### src/rtl/imem_arbiter_pkg.sv
// Shared constants, response-register layout and PC legality check for the
// instruction-memory arbiter.
package imem_arbiter_pkg;

  localparam int XLEN        = 32;
  localparam int INSTR_WIDTH = 32;
  localparam int ID_W        = 3;   // wide enough for up to 8 cores

  // addi x0, x0, 0
  localparam logic [INSTR_WIDTH-1:0] NOP_INSTR = 32'h0000_0013;

  // Response pipeline register: everything needed to answer a grant one
  // cycle later.
  typedef struct packed {
    logic                   vld;
    logic [ID_W-1:0]        id;
    logic [INSTR_WIDTH-1:0] instr;
    logic                   err;
  } rsp_reg_t;

  // A fetch PC is unusable when it is not word aligned or points past the
  // end of the instruction memory.
  function automatic logic pc_is_bad(input logic [XLEN-1:0] pc,
                                     input int unsigned     words);
    return (pc[1:0] != 2'b00) || ({2'b00, pc[XLEN-1:2]} >= XLEN'(words));
  endfunction

endpackage

### src/rtl/rr_arbiter.sv
// Round-robin one-hot grant: the first requester found scanning upward
// (circularly) from ptr wins. Purely combinational so it can be reused by
// any arbiter that owns its own pointer register.
module rr_arbiter #(
  parameter int N     = 2,
  parameter int PTR_W = (N > 1) ? $clog2(N) : 1
) (
  input  logic [N-1:0]     req,
  input  logic [PTR_W-1:0] ptr,
  output logic [N-1:0]     grant
);

  logic found;

  // Circular priority scan starting at ptr; at most one grant bit set.
  always_comb begin
    grant = '0;
    found = 1'b0;
    for (int off = 0; off < N; off++) begin
      for (int i = 0; i < N; i++) begin
        if (!found && req[i] && (i == ((int'(ptr) + off) % N))) begin
          grant[i] = 1'b1;
          found    = 1'b1;
        end
      end
    end
  end

endmodule

### src/rtl/imem_arbiter.sv
// Shares one combinational instruction memory between NUM_CORES fetch
// ports. One grant per cycle, round-robin; the response for a grant in
// cycle t is presented in cycle t+1 from a single pipeline register.
//
// Handshake: a request is accepted in the cycle where req_valid[i] and
// req_ready[i] are both high; req_ready is one-hot and never asserted
// without req_valid. rsp_valid is a one-cycle one-hot strobe with no
// back-pressure; rsp_instr/rsp_err are zero whenever rsp_valid is zero.
module imem_arbiter
  import imem_arbiter_pkg::*;
#(
  parameter int NUM_CORES  = 2,
  parameter int IMEM_WORDS = 1024
) (
  input  logic                        clk,
  input  logic                        rst,
  input  logic [NUM_CORES-1:0]        req_valid,
  input  logic [NUM_CORES*XLEN-1:0]   req_pc,
  output logic [NUM_CORES-1:0]        req_ready,
  input  logic [NUM_CORES-1:0]        flush,
  output logic [NUM_CORES-1:0]        rsp_valid,
  output logic [INSTR_WIDTH-1:0]      rsp_instr,
  output logic                        rsp_err,
  output logic [XLEN-1:0]             mem_pc,
  input  logic [INSTR_WIDTH-1:0]      mem_instr
);

  localparam int PTR_W = (NUM_CORES > 1) ? $clog2(NUM_CORES) : 1;

  logic [PTR_W-1:0]     rr_ptr;
  logic [NUM_CORES-1:0] grant;
  logic [ID_W-1:0]      gnt_id;
  logic                 gnt_any;
  logic                 gnt_bad;
  logic [NUM_CORES-1:0] rsp_hot;
  rsp_reg_t             rsp_q;

  rr_arbiter #(
    .N     (NUM_CORES),
    .PTR_W (PTR_W)
  ) u_rr (
    .req   (req_valid),
    .ptr   (rr_ptr),
    .grant (grant)
  );

  assign req_ready = rst ? '0 : grant;
  assign gnt_any   = |req_ready;
  assign gnt_bad   = pc_is_bad(mem_pc, IMEM_WORDS);

  // Encode the one-hot grant and steer the winner's PC to the memory.
  always_comb begin
    gnt_id = '0;
    mem_pc = '0;
    for (int i = 0; i < NUM_CORES; i++) begin
      if (req_ready[i]) begin
        gnt_id = ID_W'(i);
        mem_pc = req_pc[i*XLEN +: XLEN];
      end
    end
  end

  // Advance the priority pointer past the winner and capture its response;
  // a flush in the grant cycle kills the response before it is stored.
  always_ff @(posedge clk) begin
    if (rst) begin
      rr_ptr <= '0;
      rsp_q  <= '0;
    end else if (gnt_any) begin
      rr_ptr      <= (int'(gnt_id) == NUM_CORES - 1) ? '0 : PTR_W'(gnt_id + 1'b1);
      rsp_q.vld   <= ~|(flush & req_ready);
      rsp_q.id    <= gnt_id;
      rsp_q.err   <= gnt_bad;
      rsp_q.instr <= gnt_bad ? NOP_INSTR : mem_instr;
    end else begin
      rsp_q.vld <= 1'b0;
    end
  end

  // Decode the stored core id; a flush in the response cycle also kills it.
  always_comb begin
    rsp_hot = '0;
    for (int i = 0; i < NUM_CORES; i++) begin
      rsp_hot[i] = rsp_q.vld && (rsp_q.id == ID_W'(i));
    end
  end

  assign rsp_valid = rst ? '0 : (rsp_hot & ~flush);
  assign rsp_instr = (|rsp_valid) ? rsp_q.instr : '0;
  assign rsp_err   = (|rsp_valid) ? rsp_q.err   : 1'b0;

endmodule

### config.mk
export PLATFORM = sky130hd
export DESIGN_NAME = imem_arbiter
export DESIGN_NICKNAME = d
export VERILOG_FILES = /design/src/rtl/imem_arbiter_pkg.sv /design/src/rtl/rr_arbiter.sv /design/src/rtl/imem_arbiter.sv
export SDC_FILE = /design/constraint.sdc
export NUM_CORES = 1
export LEC_CHECK = 0
export CORE_UTILIZATION = 34
export DETAILED_ROUTE_END_ITERATION = 10
export GPL_ROUTABILITY_DRIVEN = 0
export PLACE_DENSITY = 0.86
export SLEW_MARGIN = 5
export SYNTH_ARGS = -nofsm -noshare
export SYNTH_HDL_FRONTEND = slang
export SYNTH_SLANG_ARGS = --single-unit
### constraint.sdc
create_clock -name clk -period 3.4 [get_ports clk]
set_clock_uncertainty 0.2 [all_clocks]
set_input_delay 0.34 -clock clk [delete_from_list [all_inputs] [get_ports clk]]
set_output_delay 0.34 -clock clk [all_outputs]
set_load 0.005 [all_outputs]
==> run metrics <==
Synth Warn #=0; CP Data Required Time=2.86 ns; chip width=77.4 µm; worst-path maximum fanout=33; via count=2,398; top_reg_cell synth=dfxtp_1; Buf+Inv Stages, Crit Path=2; Residual DRC=0; storage element area=721 µm²; Worst path max stage delay=0.61 ns; H-tree levels=2; FF+latch count, synth=36; synthesis-to-finish area growth=93.6%; Seq/Total Area, Yosys=37.3%; Setup Buffers After CTS=0; final design area excluding fillers=3740 µm²; number of fill cells=447; Cell Area, Synth=1930 µm²; Max VDD drop=0.161 mV; critical path's most frequent cell=clkdlybuf4s50_1; Iteration-0 DRC Markers=63; most common cell in the netlist=a22o_1; worst-margin pin slew=0.724 ns; Setup CP Type=in -> out; Critical Path Start Type=primary input; RSZ-0062 raised after global routing=false; crit-path cells=clkdlybuf4s50_1 > nor4b_1 > nor2_4 > nor2b_1 > clkdlybuf4s50_1; Pwr Total=1000 µW; Yosys top cell by area=dfxtp_1; ys async rst share=0%; row cnt=27; Clock Path Buffers=2; insertion delay to the later sink of the worst-skew pair=0.27 ns; largest net degree at the start of global routing=44; final period utilization=87.3%; CTS tree=yes; nets@finish=484; Tot GR Track Use=21.8%; GR Overflow Total=0; die height=77.4 µm; Leakage=0.00134 µW; TNS Setup=0 ns; drt pass-1 iters=4; DP Worst Slack=0.333 ns; final WL=6860 µm; post_cts resized=0; number of global-route vias before repair=2,309; cells after synthesis=222; initial antenna violation count=0; Slew Limit Fails=0; Worst Setup End Kind=output port; reg2reg setup slack=1.02 ns; synthesized area per cell=8.71 µm²; Max-slew headroom=51.6%; root buffer cell=clkbuf_8; clock slew at reported path FFs=0.07 ns; CTS Buf Count=5; die area=5990 µm²; routed length per placed instance=15.1 µm; cell area power density=268 nW/µm²; Multi-input gate area=1070 µm²; Final Setup Violations=0; Util after Layout=68.0%; Core Footprint=5510 µm²; Max Cap Viol=0; Vias per Instance=5.27; Initial Utilization=35.1%; Distinct cells, synth=24; Commonest cells post-synth=a22o_1 (38), dfxtp_1 (36), nor2b_1 (34); crit path max-delay cell type=nor4b_1; Synth area leaders=dfxtp_1 (37%), a22o_1 (17%), nor2b_1 (11%), a32oi_1 (10%), nor2_1 (5.0%); dpl hpwl=5110 µm; clock sink total=36; placed inst area=3650 µm²; hold buffers post-CTS=0; # diodes=0; layout cells sized above 1=4.70%; status=finished clean; delay-heaviest family, CP=simple AND/OR/NAND/NOR gates; Final Hold Violating Endpoints=0; fin crit period=2.97 ns; number of port buffers=170; area share of the largest cell type after synthesis=37.3%; I/O Pins=171; EDFF count, synth=0; worst setup margin=0.433 ns; first-pass GRT wire length=10,500 µm; Fmax achieved=0.337 GHz; Synth Net Count=324; type of the worst min-delay path=reg -> reg; Detail Route Antenna Nets=0; Critical Path AT=2.43 ns
final cells by class:
type / instances / area share [%]
well taps: 72 / 2.41
repair buffers: 177 / 46.9
clock inverters: 3 / 0.502
flip-flops and latches: 36 / 19.3
multi-input cells: 157 / 28.6
inverters: 5 / 0.502
clock buffers: 5 / 1.84
worst paths after layout:
kind                          from                endpoint  cells after the start
max                            rst            rsp_instr[2]                      5
min          rsp_q[3]$_SDFFE_PP0N_   rsp_q[3]$_SDFFE_PP0N_                      1
max reg2reg    rr_ptr$_SDFFE_PP0N_  rsp_q[28]$_SDFFE_PP0N_                      8
min reg2reg  rsp_q[3]$_SDFFE_PP0N_   rsp_q[3]$_SDFFE_PP0N_                      1
report_power, final:
| part | switching [µW] | leakage, µW | internal (µW) | total (µW) |
|---|---|---|---|---|
| Combinational | 99.7 | 0.00100 | 182 | 282 |
| Clock | 146 | 0.0000479 | 142 | 288 |
| Sequential | 3.94 | 0.000292 | 429 | 433 |
cells by family after synthesis:
logic type	share of synthesized area, %
AO/OA/AOI/OAI	33.5
flip-flops	37.3
buffers and inverters	7.96
AND/OR/NAND/NOR	21.3
metal layers:
metal | GRT usage [%] | share of wire [%]
met1 | 25.3 | 41
met2 | 38.1 | 49
met3 | 5.88 | 7.3
met4 | 8.11 | 2.4
met5 | 0 | 0
through the flow:
stage / instances / hold WS [ns]
after floorplan: 222 / 0.241
after global placement: 447 / 0.254
after detailed placement: 447 / 0.256
after CTS: 455 / 0.276
after global routing: 455 / 0.291
final: 455 / 0.269
worst register-to-register path, cell delays in order, from the launching register on:
cell      delay [ns]
dfxtp_1         0.34
nand2b_1        0.15
buf_4           0.23
a32oi_1         0.29
a21oi_1         0.11
nor4_1          0.30
and3_1          0.19
buf_4           0.32
a22o_1          0.21
layout by cell type (no fill, tap or decap), types with 4 or more instances in the layout:
cell	count
clkdlybuf4s50_1	170
inv_1	5
nand2_1	4
a22o_1	38
nor2_1	25
clkbuf_8	5
buf_4	7
a32oi_1	23
a21oi_1	11
dfxtp_1	36
nor3_1	5
nor2b_1	34
registers in the layout, indices dropped and copies added, names as in the netlist:
| register | cells |
|---|---|
| rsp_q | 35 |
| rr_ptr | 1 |
No activity file was read; power rests on OpenSTA's default activity.
